## config.mk

```make
export PLATFORM = sky130hd
export DESIGN_NAME = slow_ram_arbiter
export DESIGN_NICKNAME = d
export VERILOG_FILES = /design/src/rtl/slow_ram_pkg.sv /design/src/rtl/slow_ram_arb_pick.sv /design/src/rtl/slow_ram_arbiter.sv
export SDC_FILE = /design/constraint.sdc
export NUM_CORES = 1
export LEC_CHECK = 0
export ABC_AREA = 1
export CAP_MARGIN = 20
export CELL_PAD_IN_SITES_DETAIL_PLACEMENT = 0
export CELL_PAD_IN_SITES_GLOBAL_PLACEMENT = 1
export CORE_AREA = 8 8 217 219
export CTS_BUF_LIST = sky130_fd_sc_hd__clkbuf_8 sky130_fd_sc_hd__clkbuf_16
export DETAILED_ROUTE_END_ITERATION = 8
export DIE_AREA = 0 0 225 227
export PLACE_DENSITY_LB_ADDON = 0.1
export SETUP_SLACK_MARGIN = 0.2
export SYNTH_ARGS = -nofsm -noshare
export SYNTH_HDL_FRONTEND = slang
export SYNTH_SLANG_ARGS = --single-unit
```

## constraint.sdc

```tcl
create_clock -name clk_i -period 3.3 [get_ports clk_i]
set_clock_uncertainty 0.15 [all_clocks]
set_input_delay 0.495 -clock clk_i [delete_from_list [all_inputs] [get_ports clk_i]]
set_output_delay 0.495 -clock clk_i [all_outputs]
set_load 0.05 [all_outputs]
```

## src/rtl/slow_ram_pkg.sv

```systemverilog
// Shared types and constants for the slow_ram line-port arbiter.
// Build option SLOW_RAM_ARB_RR_EN selects round-robin instead of fixed priority.
package slow_ram_pkg;

    localparam int ADDRESS_WIDTH    = 20;
    localparam int DATA_WIDTH_SHIFT = 4;
    localparam int LW               = ADDRESS_WIDTH - DATA_WIDTH_SHIFT;
    localparam int DW               = (2 ** DATA_WIDTH_SHIFT) * 8;

    typedef enum logic {
        ARB_IDLE = 1'b0,
        ARB_BUSY = 1'b1
    } arb_state_e;

    localparam int PORT_FETCH = 0;
    localparam int PORT_DATA  = 1;

    function automatic logic [1:0] port_onehot(input logic id);
        return id ? 2'b10 : 2'b01;
    endfunction

endpackage

```

## src/rtl/slow_ram_arb_pick.sv

```systemverilog
// Combinational 2-way grant: fixed priority (data port wins ties) by default,
// round-robin on ties when SLOW_RAM_ARB_RR_EN is defined.
module slow_ram_arb_pick
    import slow_ram_pkg::*;
(
    input  logic [1:0] valid_i,
    input  logic       last_i,
    output logic [1:0] grant_o
);

`ifdef SLOW_RAM_ARB_RR_EN
    // On a tie, the port that did not win last time takes the grant.
    always_comb begin
        grant_o = valid_i;
        if (valid_i == 2'b11) begin
            grant_o = last_i ? port_onehot(1'b0) : port_onehot(1'b1);
        end
    end
`else
    logic unused_last;
    assign unused_last = last_i;

    always_comb begin
        grant_o = valid_i;
        if (valid_i[PORT_DATA]) begin
            grant_o = port_onehot(1'b1);
        end
    end
`endif

endmodule

```

## src/rtl/slow_ram_arbiter.sv

```systemverilog
// Shares one slow_ram line port between fetch (port 0) and data (port 1), one access at a time.
// Build option SLOW_RAM_ARB_RR_EN enables round-robin tie breaking.
module slow_ram_arbiter
    import slow_ram_pkg::*;
#(
    parameter  int ADDRESS_WIDTH    = 20,
    parameter  int DATA_WIDTH_SHIFT = 4,
    localparam int LW               = ADDRESS_WIDTH - DATA_WIDTH_SHIFT,
    localparam int DW               = (2 ** DATA_WIDTH_SHIFT) * 8
) (
    input  logic          clk_i,
    input  logic          rst_ni,
    input  logic [1:0]    req_valid_i,
    output logic [1:0]    req_ready_o,
    input  logic [LW-1:0] req0_addr_i,
    input  logic [LW-1:0] req1_addr_i,
    input  logic          req1_we_i,
    input  logic [DW-1:0] req1_wdata_i,
    output logic [1:0]    resp_valid_o,
    output logic [DW-1:0] resp_rdata_o,
    output logic [LW-1:0] mem_addr_o,
    output logic [DW-1:0] mem_data_o,
    output logic          mem_we_o,
    output logic          mem_valid_o,
    input  logic [DW-1:0] mem_data_i,
    input  logic          mem_valid_i
);

    arb_state_e    state_q, state_d;
    logic [1:0]    grant;
    logic          last_sel;
    logic          accept;
    logic          complete;

    logic [LW-1:0] mem_addr_q, mem_addr_d;
    logic [DW-1:0] mem_data_q, mem_data_d;
    logic          mem_we_q, mem_we_d;
    logic          grant_id_q, grant_id_d;
    logic [1:0]    resp_valid_q, resp_valid_d;
    logic [DW-1:0] resp_rdata_q, resp_rdata_d;

`ifdef SLOW_RAM_ARB_RR_EN
    logic last_q, last_d;

    always_comb begin
        last_d = last_q;
        if (accept) begin
            last_d = grant[PORT_DATA];
        end
    end

    always_ff @(posedge clk_i or negedge rst_ni) begin
        if (!rst_ni) begin
            last_q <= 1'b0;
        end else begin
            last_q <= last_d;
        end
    end

    assign last_sel = last_q;
`else
    assign last_sel = 1'b0;
`endif

    slow_ram_arb_pick u_pick (
        .valid_i (req_valid_i),
        .last_i  (last_sel),
        .grant_o (grant)
    );

    assign accept   = |req_ready_o;
    assign complete = (state_q == ARB_BUSY) & mem_valid_i;

    // FSM: state register
    always_ff @(posedge clk_i or negedge rst_ni) begin
        if (!rst_ni) begin
            state_q <= ARB_IDLE;
        end else begin
            state_q <= state_d;
        end
    end

    // FSM: next state
    always_comb begin
        state_d = state_q;
        case (state_q)
            ARB_IDLE: if (accept)      state_d = ARB_BUSY;
            ARB_BUSY: if (mem_valid_i) state_d = ARB_IDLE;
            default:                   state_d = ARB_IDLE;
        endcase
    end

    // FSM: outputs. Valid drops while slow_ram reports done so it sees one access only.
    always_comb begin
        req_ready_o = 2'b00;
        mem_valid_o = 1'b0;
        case (state_q)
            ARB_IDLE: req_ready_o = grant;
            ARB_BUSY: mem_valid_o = ~mem_valid_i;
            default:  req_ready_o = 2'b00;
        endcase
    end

    // Request capture on accept; held constant for the whole access.
    always_comb begin
        mem_addr_d = mem_addr_q;
        mem_data_d = mem_data_q;
        mem_we_d   = mem_we_q;
        grant_id_d = grant_id_q;
        if (accept) begin
            grant_id_d = grant[PORT_DATA];
            if (grant[PORT_DATA]) begin
                mem_addr_d = req1_addr_i;
                mem_data_d = req1_wdata_i;
                mem_we_d   = req1_we_i;
            end else begin
                mem_addr_d = req0_addr_i;
                mem_data_d = '0;
                mem_we_d   = 1'b0;
            end
        end
    end

    always_comb begin
        resp_valid_d = 2'b00;
        resp_rdata_d = resp_rdata_q;
        if (complete) begin
            resp_valid_d = port_onehot(grant_id_q);
            resp_rdata_d = mem_data_i;
        end
    end

    always_ff @(posedge clk_i or negedge rst_ni) begin
        if (!rst_ni) begin
            mem_addr_q   <= '0;
            mem_data_q   <= '0;
            mem_we_q     <= 1'b0;
            grant_id_q   <= 1'b0;
            resp_valid_q <= 2'b00;
            resp_rdata_q <= '0;
        end else begin
            mem_addr_q   <= mem_addr_d;
            mem_data_q   <= mem_data_d;
            mem_we_q     <= mem_we_d;
            grant_id_q   <= grant_id_d;
            resp_valid_q <= resp_valid_d;
            resp_rdata_q <= resp_rdata_d;
        end
    end

    assign mem_addr_o   = mem_addr_q;
    assign mem_data_o   = mem_data_q;
    assign mem_we_o     = mem_we_q;
    assign resp_valid_o = resp_valid_q;
    assign resp_rdata_o = resp_rdata_q;

endmodule
```

==> results of run 1 <==
-- layout make-up --
cell class	instances	area, sq um
Antenna cell	6	15.01
Clock buffer	43	1008
Clock inverter	18	102.6
Fill cell	4474	25370
Inverter	4	17.52
Multi-Input combinational cell	879	3506
Sequential cell	277	6935
Tap cell	592	740.7
Timing Repair Buffer	589	5951
-- power by group through the flow --
stage / clock (uW) / sequential [uW] / combinational (uW)
after floorplan: 0 / 8590 / 1260
after global placement: 0 / 4980 / 8230
after global routing: 4020 / 5100 / 8530
after CTS: 3890 / 4970 / 8240
final: 3730 / 4970 / 8120
after detailed placement: 0 / 5010 / 8230
-- layout by cell type (no fill, tap or decap), drive strengths merged --
master and instances:
o21ai 2, buf 21, dlygate4sd3 1, nand2 729
bufinv 1, nand3 144, clkdlybuf4s50 567, clkbuf 43
dfrtp 277, clkinv 7, diode 6, inv 14
nor2 4
-- state kept, by name (all words and copies together) (netlist names) --
register      cells
grant_id_q        1
mem_addr_o       16
mem_data_o      128
mem_we_o          1
resp_rdata_o    128
resp_valid_o      2
state_q           1
-- what timing repair did --
action                                  4_1_cts  5_1_grt
hold endpoints to repair                     61        0
endpoints found under the setup margin        0        0
hold buffers                                  1        0
-- through the flow --
step | utilization | power [uW]
2_1_floorplan | - | 9849
3_3_place_gp | 0.3927 | 13210
3_5_place_dp | 0.3927 | 13230
4_1_cts | 0.4184 | 17100
5_1_grt | 0.4185 | 17650
6_report | 0.4188 | 16810
-- worst max-delay path: cells and delay by family, from the launching register on --
family | cells | cell delay (ns)
buffers and inverters | 2 | 0.90
AND/OR/NAND/NOR | 1 | 0.09
flip-flops | 1 | 0.40
-- cell families (layout without fill, tap and decap cells) --
family	count (synthesis)	after routing	synth area share
compound gates	2	2	0.001275
simple gates	877	877	0.3221
buf+inv	81	654	0.03443
other cells	0	6	0
flops	277	277	0.6422
-- routing by layer --
metal,wire length [microns],vias up,track usage
met5,92,-,0
met4,1090,14,0.05170
met3,5050,65,0.08669
met2,23900,350,0.3042
met1,19340,4850,0.2157
li1,-,4939,-
-- worst max-delay path by stage --
stage	start	slack, ns	endpoint	cells past startpoint
after floorplan	req_valid_i[1]	1.13	req_ready_o[0]	3
after CTS	state_q$_DFF_PN0_	0.67	mem_valid_o	3
after detailed placement	req_valid_i[1]	0.69	mem_addr_o[5]$_DFFE_PN0P_	6
final	state_q$_DFF_PN0_	0.73	mem_valid_o	3
after global placement	req_valid_i[1]	0.75	req_ready_o[1]	4
after global routing	state_q$_DFF_PN0_	0.63	mem_valid_o	3
==> reports/results.ini, run 1 <==
[status]
status=finished, final reports clean

[place]
placed_area_sq_mm=0.01714
dp_hpwl_microns=36110
dp.cells=2340
place_congestion=0.7868
place_ws_ns=0.6932
portBuffers=571

[worst_hold_path]
hp-class=input pin to register
hold_path_startpoint=mem_valid_i
whs_path_depth=3
hold_path_end=resp_valid_o[1]$_DFF_PN0_

[route]
routed_wl_microns=49480
vias=10220
drcViolationCount=0
wire_per_inst_microns=20.55
final_antenna_net_count=0
drt_first_pass_iters=5
drt_iter0_drc=658
viasPerCell=4.243

[timing]
setup_viol=0
fin_crit_ns=2.574
rsz0062_at_grt=false
worstMarginPinSlew_ns=0.9587
hold_violations=0
timing.final.ws_setup_ns=0.7262
slew_viol_final=0
post-route-period-util=0.7799
relSlewSlack=0.3609
hold_ws_ns=0.2579
fin_tns_setup_ns=0
timing.fmax_mhz=388.5

[power]
p_int_uw=9126
switching_share=0.4571
power.net_switching_uw=7685
clkPwrFrac=0.222
p_comb_frac=0.483
seq_power_share=0.295
p_per_area_mw_per_mm2=919.8
ir_drop_mv=0.4221
p_leak_uw=0.008888

[setup_path]
cp_slowest_stage_delay_ns=0.81
worstReg2RegStart=state_q$_DFF_PN0_
r2r_slack_ns=0.94
worstPathMaxFanout=5
required_ns=2.65
r2r-end=resp_rdata_o[60]$_DFFE_PN0P_
cp.arrival_ns=1.93
crit_type=register to output port
start_kind=register
crit_slowest_cell=clkdlybuf4s50_1
r2r_cells=4
crit_chain=inv_2, nor2_1, clkdlybuf4s50_1
end_kind=output port

[grt]
grt.overflow.total=0
grt_pass1_vias=10160
grt_pass1_wl_microns=70590
track_usage=0.1852
grt_max_degree=113
antenna_found_initial=12

[clock_tree]
cts_inserted_buffers=35
clockBufferDepth=3
cts_resized=0
htree_levels=2
cts_setup_buffers=0
clkLatencyLatePin_ns=0.53
clock_sinks=277
cts_tree=built
clockRootBuffer=clkbuf_16
clkTransAtPathRegs_ns=0.06

[synth]
yosysTopAreaCell=dfrtp_1
synthTopCellsByCount=727 x nand2_1, 277 x dfrtp_1, 144 x nand3_1, 45 x buf_2, 25 x clkbuf_1
syn_area_per_cell_sq_um=8.726
ys_types=13
yosysSeqAreaShare=0.6422
netlist_area_sq_mm=0.01079
synth-async-reset-ratio=1.000
synthDominantCellAreaShare=0.6422
syn_inst=1237
syn_nets=1531
synth.most_common_cell=nand2_1
yosys_warnings=0
synth_seq_cells=277
ys.flop_type=dfrtp_1
synthTopCellsByArea=dfrtp_1 64%, nand2_1 25%, nand3_1 6.7%, buf_2 2.1%, clkbuf_1 0.87%
synth-edff-count=0

[finish]
layout.cells.non_filler=2408
syn_to_final_growth_pct=69.32
final_area_sq_mm=0.01828
layout-drive-gt1-share=0.04365
fin_nets=2080

[die]
fp.dieH_microns=227
initial_core_util=0.2473
rows=77
die_area_sq_mm=0.05108
core_sq_mm=0.04364
ios=572
die_w_microns=225

[job]
drv_cap=0

(Power assumes the default switching activity.)
==> run 2: changes to the inputs <==
--- a/config.mk
+++ b/config.mk
@@ -9,10 +9,11 @@
 export CAP_MARGIN = 20
 export CELL_PAD_IN_SITES_DETAIL_PLACEMENT = 0
 export CELL_PAD_IN_SITES_GLOBAL_PLACEMENT = 1
-export CORE_AREA = 8 8 217 219
+export CORE_ASPECT_RATIO = 0.8
+export CORE_MARGIN = 8
+export CORE_UTILIZATION = 25
 export CTS_BUF_LIST = sky130_fd_sc_hd__clkbuf_8 sky130_fd_sc_hd__clkbuf_16
 export DETAILED_ROUTE_END_ITERATION = 8
-export DIE_AREA = 0 0 225 227
 export PLACE_DENSITY_LB_ADDON = 0.1
 export SETUP_SLACK_MARGIN = 0.2
 export SYNTH_ARGS = -nofsm -noshare
==> constraint.sdc (replaced) <==
create_clock -name clk_i -period 2.35 [get_ports clk_i]
set_clock_uncertainty 0.15 [all_clocks]
set_input_delay 0.3525 -clock clk_i [delete_from_list [all_inputs] [get_ports clk_i]]
set_output_delay 0.3525 -clock clk_i [all_outputs]
set_load 0.05 [all_outputs]
==> reports/results.ini, run 2 (synthesized netlist as in run 1, its figures left out) <==
[status]
status=finished, final reports clean

[setup_path]
r2r-end=mem_addr_o[1]$_DFFE_PN0P_
cp_num_buf_inv=3  ; +1
required_ns=1.85  ; -0.80 ns
crit_slowest_cell=dfrtp_4
end_kind=output port
crit_chain=inv_6, nand2_4, inv_8, buf_12
r2r_cells=5  ; +1
cp.arrival_ns=1.57  ; -0.36 ns
start_kind=register
crit_type=register to output port
worstPathMaxFanout=11  ; +6
r2r_slack_ns=0.66  ; -0.28 ns
crit_family=flip-flops
cp_slowest_stage_delay_ns=0.53  ; -0.28 ns
worstReg2RegStart=state_q$_DFF_PN0_

[timing]
relSlewSlack=0.5320  ; +0.1711
slew_viol_final=0  ; unchanged
worstMarginPinSlew_ns=0.7021  ; -0.2566 ns
fin_tns_setup_ns=0  ; unchanged
rsz0062_at_grt=true
timing.fmax_mhz=481.9
timing.final.ws_setup_ns=0.2747  ; -0.4515 ns
hold_violations=0  ; unchanged
setup_viol=0  ; unchanged
hold_ws_ns=0.06407  ; -0.1938 ns
fin_crit_ns=2.075
post-route-period-util=0.8831

[die]
rows=68  ; -12%
ios=572  ; unchanged
die_w_microns=248.3  ; +10%
initial_core_util=0.2517  ; +0.004395
core_sq_mm=0.04288  ; -1.7%
fp.dieH_microns=201.9  ; -11%
die_area_sq_mm=0.05012  ; -1.9%

[route]
wire_per_inst_microns=20.07  ; -2.3%
drt_first_pass_iters=4  ; -1
routed_wl_microns=47880  ; -3.2%
drcViolationCount=0  ; unchanged
final_antenna_net_count=0  ; unchanged
viasPerCell=4.272  ; +0.67%
vias=10190  ; -0.25%
drt_iter0_drc=588  ; -11%

[grt]
grt_pass1_vias=10550  ; +3.8%
grt_max_degree=129  ; +14%
antenna_found_initial=23  ; +11
track_usage=0.1848  ; -0.0004264
grt_pass1_wl_microns=70350  ; -0.34%
grt.overflow.total=0  ; unchanged

[clock_tree]
cts_inserted_buffers=34  ; -2.9%
clkTransAtPathRegs_ns=0.06  ; about the same
clock_sinks=277  ; unchanged
cts_tree=built
clockRootBuffer=clkbuf_16
clockBufferDepth=3  ; unchanged
clkLatencyLatePin_ns=0.50  ; -0.03 ns
htree_levels=2  ; unchanged

[worst_hold_path]
hp-class=input pin to register
hold_path_startpoint=mem_valid_i
hold_path_end=resp_rdata_o[4]$_DFFE_PN0P_
whs_path_depth=3  ; unchanged

[finish]
final_area_sq_mm=0.01816  ; -0.64%
fin_util=0.4235  ; +0.004727
fin_nets=2087  ; +0.34%
syn_to_final_growth_pct=68.24
final_common_cell=nand2_1
final_cell_mix=726 x nand2_1, 291 x clkdlybuf4s50_1, 276 x dfrtp_1
layout-drive-gt1-share=0.05452  ; +0.01087

[place]
place_ws_ns=0.2624  ; -0.4308 ns
placed_area_sq_mm=0.01726  ; +0.72%
portBuffers=571  ; unchanged
dp_hpwl_microns=35430  ; -1.9%
place_congestion=0.7946  ; +0.99%

[power]
p_comb_frac=0.459  ; -0.024
seq_power_share=0.304  ; +0.009
p_per_area_mw_per_mm2=1255  ; +36%
power.net_switching_uw=10660  ; +39%
p_int_uw=12140  ; +33%
switching_share=0.4674  ; +0.01024
ir_drop_mv=0.4701  ; +11%
clkPwrFrac=0.237  ; +0.015
p_leak_uw=0.009706  ; +9.2%

[job]
drv_cap=0  ; unchanged

==> run 2: what timing repair did <==
action | in CTS | in global routing
setup endpoints to repair | 270 | 2
hold endpoints to repair | 56 | 0
buffers inserted | 0 | 0
hold buffers | 1 | 0
gates resized for setup | 274 | 2
pin swaps | 0 | 0
==> run 2: worst max path at each step <==
stage | end | cells past startpoint | from | slack [ns]
after floorplan | req_ready_o[0] | 4 | state_q$_DFF_PN0_ | 0.38
after global placement | mem_data_o[13]$_DFFE_PN0P_ | 7 | req_valid_i[1] | 0.27
after detailed placement | mem_data_o[73]$_DFFE_PN0P_ | 7 | req_valid_i[1] | 0.26
after CTS | req_ready_o[0] | 4 | state_q$_DFF_PN0_ | 0.20
after global routing | req_ready_o[0] | 4 | state_q$_DFF_PN0_ | 0.19
final | req_ready_o[1] | 4 | state_q$_DFF_PN0_ | 0.27
==> run 2: stage by stage <==
stage | cells | power, uW
floorplan | 1237 | 13830
global placement | 2316 | 18600
detailed placement | 2316 | 18630
CTS | 2376 | 23180
global route | 2383 | 23990
finish | 2386 | 22800
==> run 2: area by class of cell <==
type / instances / area (sq um)
antenna: 10 / 25.02
timing repair buffer: 597 / 5781
clock inverter: 12 / 103.9
tap: 560 / 700.7
fill: 4373 / 24720
multi-input combinational: 879 / 3523
inverter: 4 / 27.53
sequential: 277 / 6935
clock buffer: 47 / 1064
==> run 2: power groups by stage <==
stage / Combinational [uW] / Clock, uW / Sequential, uW
after detailed placement: 11600 / 0 / 7040
after floorplan: 1770 / 0 / 12100
after global placement: 11600 / 0 / 7000
final: 10500 / 5410 / 6920
after global routing: 11100 / 5800 / 7120
after CTS: 10600 / 5600 / 6940
==> run 2: metal layers <==
| layer | track usage | wire, microns |
|---|---|---|
| met1 | 0.2066 | 18050 |
| met4 | 0.05166 | 1137 |
| met5 | 0 | 173 |
| met2 | 0.3123 | 23410 |
| met3 | 0.08707 | 5108 |
==> run 2: worst reg2reg max path, stage by stage, from the launching register on <==
cell and delay, ns:
dfrtp_4 0.53, inv_6 0.13, nand2_4 0.13, nand2_1 0.47, nand2_1 0.12, nand2_1 0.10
==> run 3: changes to the inputs <==
--- a/config.mk
+++ b/config.mk
@@ -9,11 +9,10 @@
 export CAP_MARGIN = 20
 export CELL_PAD_IN_SITES_DETAIL_PLACEMENT = 0
 export CELL_PAD_IN_SITES_GLOBAL_PLACEMENT = 1
-export CORE_ASPECT_RATIO = 0.8
-export CORE_MARGIN = 8
-export CORE_UTILIZATION = 25
+export CORE_AREA = 8 8 218 220
 export CTS_BUF_LIST = sky130_fd_sc_hd__clkbuf_8 sky130_fd_sc_hd__clkbuf_16
 export DETAILED_ROUTE_END_ITERATION = 8
+export DIE_AREA = 0 0 226 228
 export PLACE_DENSITY_LB_ADDON = 0.1
 export SETUP_SLACK_MARGIN = 0.2
 export SYNTH_ARGS = -nofsm -noshare
==> constraint.sdc (replaced) <==
create_clock -name clk_i -period 2.1 [get_ports clk_i]
set_clock_uncertainty 0.15 [all_clocks]
set_input_delay 0.315 -clock clk_i [delete_from_list [all_inputs] [get_ports clk_i]]
set_output_delay 0.315 -clock clk_i [all_outputs]
set_load 0.05 [all_outputs]
==> reports/results.ini, run 3 (synthesized netlist as in run 1, its figures left out) <==
[route]
drcViolationCount=0  ; unchanged
viasPerCell=4.207  ; -1.5%
drt_iter0_drc=506  ; -14%
final_antenna_net_count=0  ; unchanged
wire_per_inst_microns=20.41  ; +1.7%
vias=10220  ; +0.26%
routed_wl_microns=49570  ; +3.5%
drt_first_pass_iters=6  ; +2

[worst_hold_path]
hp-class=input pin to async pin

[timing]
slew_viol_final=0  ; unchanged
relSlewSlack=0.6593  ; +0.1273
worstMarginPinSlew_ns=0.5131  ; -0.1890 ns
timing.fmax_mhz=521.3
setup_viol=0  ; unchanged
hold_violations=0  ; unchanged
fin_crit_ns=1.918
fin_tns_setup_ns=0  ; unchanged
timing.final.ws_setup_ns=0.1817  ; -0.09303 ns
rsz0062_at_grt=true
hold_ws_ns=0.1220  ; +0.05793 ns
post-route-period-util=0.9135

[grt]
grt.overflow.total=0  ; unchanged
grt_pass1_vias=10640  ; +0.91%
grt_max_degree=82  ; -36%
antenna_found_initial=11  ; -52%
grt_pass1_wl_microns=72240  ; +2.7%
track_usage=0.1867  ; +0.001922

[die]
core_sq_mm=0.04384  ; +2.2%
ios=572  ; unchanged
fp.dieH_microns=228  ; +13%
die_area_sq_mm=0.05153  ; +2.8%
initial_core_util=0.2462  ; -0.005482
rows=77  ; +13%
die_w_microns=226  ; -9.0%

[setup_path]
cp_num_buf_inv=3  ; unchanged
required_ns=1.63  ; -0.22 ns
cp.arrival_ns=1.45  ; -0.12 ns
crit_chain=inv_8, buf_4, nor2_4, buf_12
worstPathMaxFanout=4  ; -7
crit_family=flip-flops
end_kind=output port
start_kind=register
crit_slowest_cell=dfrtp_4
crit_type=register to output port
cp_slowest_stage_delay_ns=0.50  ; -0.03 ns

[clock_tree]
clkLatencyLatePin_ns=0.53  ; +0.03 ns
clockRootBuffer=clkbuf_16
clock_sinks=277  ; unchanged
cts_tree=built
htree_levels=2  ; unchanged
clockBufferDepth=3  ; unchanged
cts_inserted_buffers=35  ; +2.9%
clkTransAtPathRegs_ns=0.06  ; about the same

[power]
p_leak_uw=0.009328  ; -3.9%
p_per_area_mw_per_mm2=1419  ; +13%
ir_drop_mv=0.6132  ; +30%
design_power_total_uw=25860  ; +13%

[place]
portBuffers=571  ; unchanged
dp_hpwl_microns=37480  ; +5.8%
place_ws_ns=0.03630  ; -0.2261 ns
place_congestion=0.8058  ; +1.4%

[finish]
fin_nets=2106  ; +0.91%
final_common_cell=nand2_1
final_cell_mix=726 x nand2_1, 291 x clkdlybuf4s50_1, 276 x dfrtp_1
syn_to_final_growth_pct=68.87
layout-drive-gt1-share=0.1889  ; +0.1343

[job]
drv_cap=0  ; unchanged

[status]
status=finished, final reports clean

run 3: timing repair:
action / in CTS / in global routing
pin swaps: 1 / 1
hold buffers: 2 / 0
setup buffers: 6 / 1
hold endpoints to repair: 280 / 0
endpoints found under the setup margin: 157 / 51
gates resized for setup: 391 / 51
run 3: power breakdown:
part	switching (uW)	internal, uW
logic	8900	3380
clock network	2310	3420
registers	891	6950
total	12100	13800
run 3: routing by layer:
layer,wire length [microns],up-vias,track usage
li1,-,4994,-
met5,82,-,0
met2,24650,356,0.3196
met4,919,12,0.04855
met3,5107,62,0.08301
met1,18810,4795,0.2089
run 3: through the flow:
step	instances	instance area [sq um]	util
2_1_floorplan	1237	10800	-
3_3_place_gp	2358	17140	0.3909
3_5_place_dp	2358	17140	0.3909
4_1_cts	2423	18400	0.4197
5_1_grt	2429	18230	0.4158
6_report	2429	18230	0.4158
run 3: layout make-up:
type                            instances  area [sq um]
Multi-Input combinational cell        879          3540
Antenna cell                            5         12.51
Clock buffer                           40         944.7
Clock inverter                         17         123.9
Sequential cell                       277          6935
Tap cell                              592         740.7
Inverter                                4         27.53
Fill cell                            4489         25610
Timing Repair Buffer                  615          5903
run 3: path summary, 6_finish.rpt:
path                                         startpoint  cells after the start                            to  slack (ns)
setup / recovery                      state_q$_DFF_PN0_                      4                   mem_valid_o        0.18
hold / removal                                   rst_ni                      2  resp_rdata_o[75]$_DFFE_PN0P_        0.12
setup reg to reg                      state_q$_DFF_PN0_                      9     mem_addr_o[7]$_DFFE_PN0P_        0.34
hold reg to reg            resp_rdata_o[59]$_DFFE_PN0P_                      2  resp_rdata_o[59]$_DFFE_PN0P_        0.31
max in group asynchronous                        rst_ni                      3             state_q$_DFF_PN0_        0.93
min in group clk_i                      req1_wdata_i[6]                      3     mem_data_o[6]$_DFFE_PN0P_        0.17
